$ cat config.mk
export PLATFORM = sky130hd
export DESIGN_NAME = hazard_ctrl_flat
export DESIGN_NICKNAME = d
export VERILOG_FILES = /design/src/rtl/hazard_ctrl_pkg.sv /design/src/rtl/hazard_ctrl_if.sv /design/src/rtl/hazard_ctrl_load_use_detect.sv /design/src/rtl/hazard_ctrl.sv /design/src/flat_wrapper.sv
export SDC_FILE = /design/constraint.sdc
export NUM_CORES = 1
export LEC_CHECK = 0
export CORE_MARGIN = 10
export CORE_UTILIZATION = 48
export CTS_CLUSTER_SIZE = 16
export DETAILED_ROUTE_END_ITERATION = 10
export PLACE_DENSITY = 0.84
export SYNTH_ARGS = -nofsm -noshare
export SYNTH_HDL_FRONTEND = slang
export SYNTH_HIERARCHICAL = 1
export SYNTH_SLANG_ARGS = --single-unit
export TNS_END_PERCENT = 20
$ cat constraint.sdc
create_clock -name clk -period 6.8 [get_ports clk]
set_clock_uncertainty 0.15 [all_clocks]
set_input_delay 1.36 -clock clk [delete_from_list [all_inputs] [get_ports clk]]
set_output_delay 1.36 -clock clk [all_outputs]
set_load 0.01 [all_outputs]
$ cat src/rtl/hazard_ctrl_pkg.sv
// Shared types and defaults for the pipeline hazard controller.
//   state_e          : controller FSM states
//   MD_TIMEOUT_DEF   : default mul/div wait limit in cycles
//   DRAIN_CYCLES_DEF : default cycles for older instructions to retire on halt
//   REG_ADDR_W       : register-file address width
package hazard_ctrl_pkg;

  typedef enum logic [1:0] {
    RUN     = 2'd0,
    MD_WAIT = 2'd1,
    DRAIN   = 2'd2,
    HALTED  = 2'd3
  } state_e;

  localparam int unsigned MD_TIMEOUT_DEF   = 64;
  localparam int unsigned DRAIN_CYCLES_DEF = 3;
  localparam int unsigned REG_ADDR_W       = 5;

endpackage

$ cat src/rtl/hazard_ctrl_if.sv
// Pipeline-side signal bundle of the hazard controller.
//   ID_rs1/ID_rs2, ID_int_finished          : ID-stage operands and halt decode
//   EX_rd, EX_mem_read, EX_redirect,
//   EX_md_start, md_done                    : EX-stage events and mul/div completion
//   PC_stall .. EX_MEM_flush                : stall/flush enables to pipeline registers
//   cpu_halted, md_timeout                  : status
// master drives the pipeline events, slave is the controller.
interface hazard_ctrl_if;
  import hazard_ctrl_pkg::*;

  logic [REG_ADDR_W-1:0] ID_rs1;
  logic [REG_ADDR_W-1:0] ID_rs2;
  logic                  ID_int_finished;
  logic [REG_ADDR_W-1:0] EX_rd;
  logic                  EX_mem_read;
  logic                  EX_redirect;
  logic                  EX_md_start;
  logic                  md_done;

  logic PC_stall;
  logic IF_ID_stall;
  logic IF_ID_flush;
  logic ID_EX_stall;
  logic ID_EX_flush;
  logic EX_MEM_flush;
  logic cpu_halted;
  logic md_timeout;

  modport master (
    output ID_rs1, ID_rs2, ID_int_finished, EX_rd, EX_mem_read,
           EX_redirect, EX_md_start, md_done,
    input  PC_stall, IF_ID_stall, IF_ID_flush, ID_EX_stall, ID_EX_flush,
           EX_MEM_flush, cpu_halted, md_timeout
  );

  modport slave (
    input  ID_rs1, ID_rs2, ID_int_finished, EX_rd, EX_mem_read,
           EX_redirect, EX_md_start, md_done,
    output PC_stall, IF_ID_stall, IF_ID_flush, ID_EX_stall, ID_EX_flush,
           EX_MEM_flush, cpu_halted, md_timeout
  );

endinterface

$ cat src/rtl/hazard_ctrl_load_use_detect.sv
// Load-use comparator: flags when the load in EX writes a register that ID reads.
//   mem_read : EX instruction is a load
//   rd       : EX destination register
//   rs1, rs2 : ID source register fields (compared whether used or not)
//   hazard_c : combinational stall request
module load_use_detect
  import hazard_ctrl_pkg::*;
(
  input  logic                  mem_read,
  input  logic [REG_ADDR_W-1:0] rd,
  input  logic [REG_ADDR_W-1:0] rs1,
  input  logic [REG_ADDR_W-1:0] rs2,
  output logic                  hazard_c
);

  // x0 is never written, so a load to x0 cannot create a dependency
  assign hazard_c = mem_read && (rd != '0) && ((rd == rs1) || (rd == rs2));

endmodule

$ cat src/rtl/hazard_ctrl.sv
// Pipeline sequencing controller: resolves load-use, redirect, mul/div and halt events
// into PC / IF-ID / ID-EX / EX-MEM stall and flush enables.
//   clk, reset : core clock, synchronous active-high reset
//   hz         : hazard_ctrl_if.slave bundle (pipeline events in, enables and status out)
// Stall/flush enables are Mealy (state + same-cycle inputs); cpu_halted and
// md_timeout come from flops.
module hazard_ctrl
  import hazard_ctrl_pkg::*;
#(
  parameter int unsigned MD_TIMEOUT   = MD_TIMEOUT_DEF,
  parameter int unsigned DRAIN_CYCLES = DRAIN_CYCLES_DEF
) (
  input  logic          clk,
  input  logic          reset,
  hazard_ctrl_if.slave  hz
);

  localparam int unsigned MD_CNT_W = $clog2(MD_TIMEOUT + 1);
  localparam int unsigned DR_CNT_W = $clog2(DRAIN_CYCLES + 1);

  state_e              state_q, state_d;
  logic [MD_CNT_W-1:0] md_cnt_q, md_cnt_d;
  logic [DR_CNT_W-1:0] drain_cnt_q, drain_cnt_d;
  logic                timeout_q, timeout_d;
  logic                halted_q;
  logic                load_use_c;

  logic pc_stall_c, if_id_stall_c, if_id_flush_c;
  logic id_ex_stall_c, id_ex_flush_c, ex_mem_flush_c;

  load_use_detect u_load_use (
    .mem_read (hz.EX_mem_read),
    .rd       (hz.EX_rd),
    .rs1      (hz.ID_rs1),
    .rs2      (hz.ID_rs2),
    .hazard_c (load_use_c)
  );

  // State and counter registers
  always_ff @(posedge clk) begin
    if (reset) begin
      state_q     <= RUN;
      md_cnt_q    <= '0;
      drain_cnt_q <= '0;
      timeout_q   <= 1'b0;
      halted_q    <= 1'b0;
    end else begin
      state_q     <= state_d;
      md_cnt_q    <= md_cnt_d;
      drain_cnt_q <= drain_cnt_d;
      timeout_q   <= timeout_d;
      halted_q    <= (state_d == HALTED);
    end
  end

  // Next state, counters and stall/flush decode
  always_comb begin
    state_d        = state_q;
    md_cnt_d       = md_cnt_q;
    drain_cnt_d    = drain_cnt_q;
    timeout_d      = timeout_q;
    pc_stall_c     = 1'b0;
    if_id_stall_c  = 1'b0;
    if_id_flush_c  = 1'b0;
    id_ex_stall_c  = 1'b0;
    id_ex_flush_c  = 1'b0;
    ex_mem_flush_c = 1'b0;

    unique case (state_q)
      RUN: begin
        if (hz.EX_redirect) begin
          // ID holds a wrong-path instruction: its hazards and halt are moot
          if_id_flush_c = 1'b1;
          id_ex_flush_c = 1'b1;
        end else if (hz.EX_md_start) begin
          pc_stall_c     = 1'b1;
          if_id_stall_c  = 1'b1;
          id_ex_stall_c  = 1'b1;
          ex_mem_flush_c = 1'b1;
          state_d        = MD_WAIT;
          md_cnt_d       = '0;
        end else if (load_use_c) begin
          pc_stall_c    = 1'b1;
          if_id_stall_c = 1'b1;
          id_ex_flush_c = 1'b1;
        end else if (hz.ID_int_finished) begin
          pc_stall_c    = 1'b1;
          if_id_flush_c = 1'b1;
          state_d       = DRAIN;
          drain_cnt_d   = '0;
        end
      end

      MD_WAIT: begin
        // On md_done all enables stay low so EX/MEM captures the result
        if (hz.md_done) begin
          state_d = RUN;
        end else begin
          pc_stall_c     = 1'b1;
          if_id_stall_c  = 1'b1;
          id_ex_stall_c  = 1'b1;
          ex_mem_flush_c = 1'b1;
          md_cnt_d       = md_cnt_q + MD_CNT_W'(1);
          if (md_cnt_q == MD_CNT_W'(MD_TIMEOUT - 1)) begin
            timeout_d = 1'b1;
            state_d   = RUN;
          end
        end
      end

      DRAIN: begin
        pc_stall_c    = 1'b1;
        if_id_flush_c = 1'b1;
        id_ex_flush_c = 1'b1;
        drain_cnt_d   = drain_cnt_q + DR_CNT_W'(1);
        if (drain_cnt_q == DR_CNT_W'(DRAIN_CYCLES - 1)) begin
          state_d = HALTED;
        end
      end

      HALTED: begin
        pc_stall_c    = 1'b1;
        if_id_stall_c = 1'b1;
        id_ex_stall_c = 1'b1;
      end

      default: state_d = RUN;
    endcase
  end

  // Everything reads as zero while reset is held, even before the clearing edge
  assign hz.PC_stall     = pc_stall_c     & ~reset;
  assign hz.IF_ID_stall  = if_id_stall_c  & ~reset;
  assign hz.IF_ID_flush  = if_id_flush_c  & ~reset;
  assign hz.ID_EX_stall  = id_ex_stall_c  & ~reset;
  assign hz.ID_EX_flush  = id_ex_flush_c  & ~reset;
  assign hz.EX_MEM_flush = ex_mem_flush_c & ~reset;
  assign hz.cpu_halted   = halted_q       & ~reset;
  assign hz.md_timeout   = timeout_q      & ~reset;

  // A redirect cannot coexist with a mul/div start in the same EX instruction
  a_no_redirect_md : assert property (@(posedge clk) disable iff (reset)
    !(hz.EX_redirect && hz.EX_md_start))
    else $error("EX_redirect and EX_md_start asserted together");

endmodule

$ cat src/flat_wrapper.sv
// flat-port wrapper written by rule: the top's interface ports become plain ports
module hazard_ctrl_flat import hazard_ctrl_pkg::*;
#(
  parameter int unsigned MD_TIMEOUT   = MD_TIMEOUT_DEF,
  parameter int unsigned DRAIN_CYCLES = DRAIN_CYCLES_DEF
)
  (clk, reset, hz_ID_rs1, hz_ID_rs2, hz_ID_int_finished, hz_EX_rd, hz_EX_mem_read, hz_EX_redirect, hz_EX_md_start, hz_md_done, hz_PC_stall, hz_IF_ID_stall, hz_IF_ID_flush, hz_ID_EX_stall, hz_ID_EX_flush, hz_EX_MEM_flush, hz_cpu_halted, hz_md_timeout);
  hazard_ctrl_if hz_i ();
  input  logic clk;
  input  logic reset;
  input wire logic [$bits(hz_i.ID_rs1)-1:0] hz_ID_rs1;
  input wire logic [$bits(hz_i.ID_rs2)-1:0] hz_ID_rs2;
  input wire logic [$bits(hz_i.ID_int_finished)-1:0] hz_ID_int_finished;
  input wire logic [$bits(hz_i.EX_rd)-1:0] hz_EX_rd;
  input wire logic [$bits(hz_i.EX_mem_read)-1:0] hz_EX_mem_read;
  input wire logic [$bits(hz_i.EX_redirect)-1:0] hz_EX_redirect;
  input wire logic [$bits(hz_i.EX_md_start)-1:0] hz_EX_md_start;
  input wire logic [$bits(hz_i.md_done)-1:0] hz_md_done;
  output wire logic [$bits(hz_i.PC_stall)-1:0] hz_PC_stall;
  output wire logic [$bits(hz_i.IF_ID_stall)-1:0] hz_IF_ID_stall;
  output wire logic [$bits(hz_i.IF_ID_flush)-1:0] hz_IF_ID_flush;
  output wire logic [$bits(hz_i.ID_EX_stall)-1:0] hz_ID_EX_stall;
  output wire logic [$bits(hz_i.ID_EX_flush)-1:0] hz_ID_EX_flush;
  output wire logic [$bits(hz_i.EX_MEM_flush)-1:0] hz_EX_MEM_flush;
  output wire logic [$bits(hz_i.cpu_halted)-1:0] hz_cpu_halted;
  output wire logic [$bits(hz_i.md_timeout)-1:0] hz_md_timeout;
  assign hz_i.ID_rs1 = hz_ID_rs1;
  assign hz_i.ID_rs2 = hz_ID_rs2;
  assign hz_i.ID_int_finished = hz_ID_int_finished;
  assign hz_i.EX_rd = hz_EX_rd;
  assign hz_i.EX_mem_read = hz_EX_mem_read;
  assign hz_i.EX_redirect = hz_EX_redirect;
  assign hz_i.EX_md_start = hz_EX_md_start;
  assign hz_i.md_done = hz_md_done;
  assign hz_PC_stall = hz_i.PC_stall;
  assign hz_IF_ID_stall = hz_i.IF_ID_stall;
  assign hz_IF_ID_flush = hz_i.IF_ID_flush;
  assign hz_ID_EX_stall = hz_i.ID_EX_stall;
  assign hz_ID_EX_flush = hz_i.ID_EX_flush;
  assign hz_EX_MEM_flush = hz_i.EX_MEM_flush;
  assign hz_cpu_halted = hz_i.cpu_halted;
  assign hz_md_timeout = hz_i.md_timeout;
  hazard_ctrl #(.MD_TIMEOUT(MD_TIMEOUT), .DRAIN_CYCLES(DRAIN_CYCLES)) u_core (.clk(clk), .reset(reset), .hz(hz_i));
endmodule
==> tab_implementation.tex <==
\begin{tabular}{lr}
\hline
Metric & Value \\
\hline
\multicolumn{2}{l}{\textbf{Run status}} \\
\quad Outcome & completed \\
\multicolumn{2}{l}{\textbf{Power}} \\
\quad Power consumption & 170 µW \\
\quad Part of the total power dissipated in combinational logic & 25.4\% \\
\quad Maximum resistive drop on vdd & 0.0873 mV \\
\quad Switching share of power & 26.7\% \\
\quad Total power per unit cell area & 141 nW/µm² \\
\quad Clk network pwr share & 27.1\% \\
\quad Relative contribution of sequential cells to total power & 47.5\% \\
\quad Internal Dissipation & 125 µW \\
\quad Net load switching power & 45.4 µW \\
\quad Static Leak & 0.388 nW \\
\multicolumn{2}{l}{\textbf{Place}} \\
\quad Routability-driven placement congestion ratio & 0.791 \\
\quad Port buffer count & 29 \\
\quad Placed cell area & 1180 µm² \\
\quad Detailed placement HPWL & 1.86 mm \\
\multicolumn{2}{l}{\textbf{Cells and area}} \\
\quad Post-route cell area & 1200 µm² \\
\quad Core utilization of the finished layout & 69.7\% \\
\quad Fraction of final layout cells sized beyond drive strength 1 & 6.57\% \\
\quad Layout area overhead & 36.8\% \\
\quad Area of combinational cells with multiple inputs & 577 µm² \\
\quad Most common library cell in the layout ignoring fill and taps & sky130\_fd\_sc\_hd\_\_clkdlybuf4s50\_1 \\
\quad Diodes inserted & 0 \\
\quad FF/Latch Area & 260 µm² \\
\quad \# fillers & 144 \\
\quad Layout Nets & 162 \\
\quad Commonest cells after routing, fill and taps aside & sky130\_fd\_sc\_hd\_\_clkdlybuf4s50\_1, sky130\_fd\_sc\_hd\_\_dfxtp\_1, sky130\_fd\_sc\_hd\_\_a21oi\_1 \\
\multicolumn{2}{l}{\textbf{Clocking}} \\
\quad Clock tree root driver cell & sky130\_fd\_sc\_hd\_\_clkbuf\_4 \\
\quad CTS Buf Count & 3 \\
\quad Hold bufs inserted after CTS & 0 \\
\quad Insertion delay of the later-clocked pin in the worst-skew pair & 0.27 ns \\
\quad Number of levels the H-tree was split into & 1 \\
\quad Clock transition at the registers of the reported paths & 0.07 ns \\
\quad Maximum clock insertion buffer count & 2 \\
\quad Clock Sink Count & 13 \\
\quad Post-CTS setup buffer count & 0 \\
\quad Clock tree from TritonCTS & built \\
\quad CTS resizes & 0 \\
\multicolumn{2}{l}{\textbf{Synthesis}} \\
\quad Netlist area before placement & 880 µm² \\
\quad Net count after synthesis & 134 \\
\quad Post-synthesis area per instance & 8.00 µm² \\
\quad Sequential element share of the synthesized area & 29.6\% \\
\quad FF+latch count, synth & 13 \\
\quad Netlist cell types & 32 \\
\quad Number of instances in the synthesized netlist & 110 \\
\quad Warning count from the yosys run & 6 \\
\multicolumn{2}{l}{\textbf{Floorplan}} \\
\quad Count of boundary I/O pins & 30 \\
\quad Std cell rows & 15 \\
\quad Die W & 62.8 µm \\
\quad Initial cell density of the core & 50.9\% \\
\quad Core Region & 1730 µm² \\
\quad Full die area & 3940 µm² \\
\quad Floorplan die height & 62.8 µm \\
\multicolumn{2}{l}{\textbf{Worst hold path}} \\
\quad Hold depth & 2 \\
\quad Hold-critical path endpoint & u\_core/timeout\_q\$\_SDFFE\_PP0P\_ \\
\quad Hold Path Origin & u\_core/timeout\_q\$\_SDFFE\_PP0P\_ \\
\quad Worst hold path class & reg2reg \\
\multicolumn{2}{l}{\textbf{Worst setup path}} \\
\quad Endpoint kind of the worst setup timing path & primary output \\
\quad Data arrival time at the worst-slack endpoint & 3.59 ns \\
\quad Worst Setup Start Kind & primary input \\
\quad Critical Path Fanout Max & 5 \\
\quad Setup slack of the worst register-to-register path & 4.66 ns \\
\quad Critical-path cell with the highest stage delay & sky130\_fd\_sc\_hd\_\_clkdlybuf4s50\_1 \\
\quad CP Data Required Time & 5.29 ns \\
\quad Launch point of the worst reg-to-reg path & u\_core/state\_q[0]\$\_SDFF\_PP0\_ \\
\quad R2R Path End & u\_core/md\_cnt\_q[5]\$\_SDFFE\_PP0P\_ \\
\quad Critical path cell sequence & clkdlybuf4s50\_1 > or4\_1 > o21ai\_1 > a21oi\_1 > nor2\_1 > nand2\_1 > a211oi\_1 > clkdlybuf4s50\_1 \\
\quad CP max stage delay & 0.59 ns \\
\quad CP most frequent cell & sky130\_fd\_sc\_hd\_\_clkdlybuf4s50\_1 \\
\quad Worst r2r path cells & 3 \\
\quad Type of the worst setup path & in2out \\
\multicolumn{2}{l}{\textbf{Timing}} \\
\quad Unrepaired setup endpoints after global routing & false \\
\quad Actual transition at the worst max-transition pin & 0.813 ns \\
\quad F\_max & 196 MHz \\
\quad Part of the cycle the worst path needs & 74.9\% \\
\quad Max transition margin & 45.6\% \\
\quad Min Tclk post-route & 5.10 ns \\
\quad Finish-stage setup viols & 0 \\
\quad Hold Vio Cnt, Final & 0 \\
\quad Slew Viols, Final & 0 \\
\quad Total negative slack & 0 ns \\
\multicolumn{2}{l}{\textbf{Drt}} \\
\quad DRT antenna net count & 0 \\
\quad Routed wire length & 2.27 mm \\
\quad Vias per cell & 5.58 \\
\quad Total via count in the routed design & 904 \\
\quad Count of unresolved DRC violations after routing & 0 \\
\quad Detailed Routing Iterations Pass 1 & 4 \\
\quad Routed wire length per instance & 14.0 µm \\
\quad Number of violations reported at the end of detailed-routing iteration 0 & 28 \\
\multicolumn{2}{l}{\textbf{Global route}} \\
\quad GRT Residual Overflow & 0 \\
\quad Number of antenna violations at the first check in global routing & 0 \\
\quad Largest net degree at the start of global routing & 25 \\
\quad Global-route wire length before repair & 3.82 mm \\
\quad Total GRT Usage & 11.4\% \\
\quad Vias in the first global route & 882 \\
\multicolumn{2}{l}{\textbf{Run}} \\
\quad \# Max-Cap Violations & 0 \\
\hline
\end{tabular}
## cell usage after synthesis, drive strengths merged
library cell	count	area share [%]
dfxtp	13	30
a21oi	12	6.8
nand3	8	4.6
nor2	6	2.6
nor3	6	3.4
nor3b	6	5.1
xor2	6	6.0
a211oi	5	4.3
inv	5	2.1
nand2	5	2.1
a31oi	4	2.8
clkbuf	4	1.7
o21ai	4	2.3
xnor2	4	4.0
mux2	3	3.8
buf	2	0.99
ha	2	2.8
nand2b	2	1.4
o31ai	2	1.7
or4	2	2.1
or4b	2	2.3
a311o	1	1.1
a311oi	1	1.0
nor2b	1	0.71
nor4b	1	1.7
o2111ai	1	1.0
o211ai	1	0.85
or3b	1	1.0
## power by group through the flow
stage	combinational [mW]	clock, mW	sequential [mW]
after CTS	0.0435	0.0481	0.0808
after floorplan	0.0217	0	0.0807
final	0.0433	0.0461	0.0808
after global placement	0.0423	0	0.0826
after global routing	0.0471	0.0523	0.0813
after detailed placement	0.0435	0	0.0826
## per-stage QoR
stage | cells | hold slack, ns | worst slack, ns
detailed placement | 158 | 0.303 | 1.69
global placement | 158 | 0.291 | 1.73
floorplan | 110 | 0.282 | 2.70
CTS | 162 | 0.313 | 1.69
global route | 162 | 0.366 | 1.53
finish | 162 | 0.319 | 1.70
## registers in the layout (all words and copies together) (netlist names)
register            cells
u_core/state_q          2
u_core/halted_q         1
u_core/drain_cnt_q      2
u_core/timeout_q        1
u_core/md_cnt_q         7
## cells by family after synthesis
| kind of cell | Yosys count | share of synthesized area [%] |
|---|---|---|
| adder cells (fa/ha/maj) | 2 | 2.84 |
| AO/OA/AOI/OAI | 31 | 21.9 |
| XOR/XNOR | 10 | 9.96 |
| AND/OR/NAND/NOR | 40 | 27.0 |
| multiplexers | 3 | 3.84 |
| flip-flops | 13 | 29.6 |
| buffers and inverters | 11 | 4.84 |
## per-layer routing
metal	global-route usage (%)	wire, µm	vias up
met3	4.48	111	2
met2	21.5	1250	18
li1	-	-	465
met5	0	0	-
met1	11.4	897	419
met4	2.51	13	0
## worst max-delay path by stage
stage	startpoint	depth (start not counted)	slack, ns	endpoint
finish	hz_EX_rd[1]	8	1.70	hz_IF_ID_flush
global route	hz_EX_rd[3]	8	1.53	hz_ID_EX_flush
CTS	hz_EX_rd[1]	8	1.69	hz_IF_ID_flush
detailed placement	hz_EX_rd[1]	8	1.69	hz_IF_ID_flush
global placement	hz_EX_rd[1]	8	1.73	hz_IF_ID_flush
floorplan	hz_EX_rd[1]	6	2.70	hz_IF_ID_flush
## worst max-delay path, delay by kind of cell
kind                   cells  cell delay [ns]
AOI/OAI and AO/OA          3             0.43
buffers and inverters      2             1.05
and+or+nand+nor            3             0.75
## area by class of cell
class	count	share of cell area [%]
Multi-Input combinational cell	86	47.9
Timing Repair Buffer	29	24.1
Sequential cell	13	21.6
Tap cell	25	2.60
Clock buffer	4	2.18
Inverter	5	1.56
(Power assumes the default switching activity.)
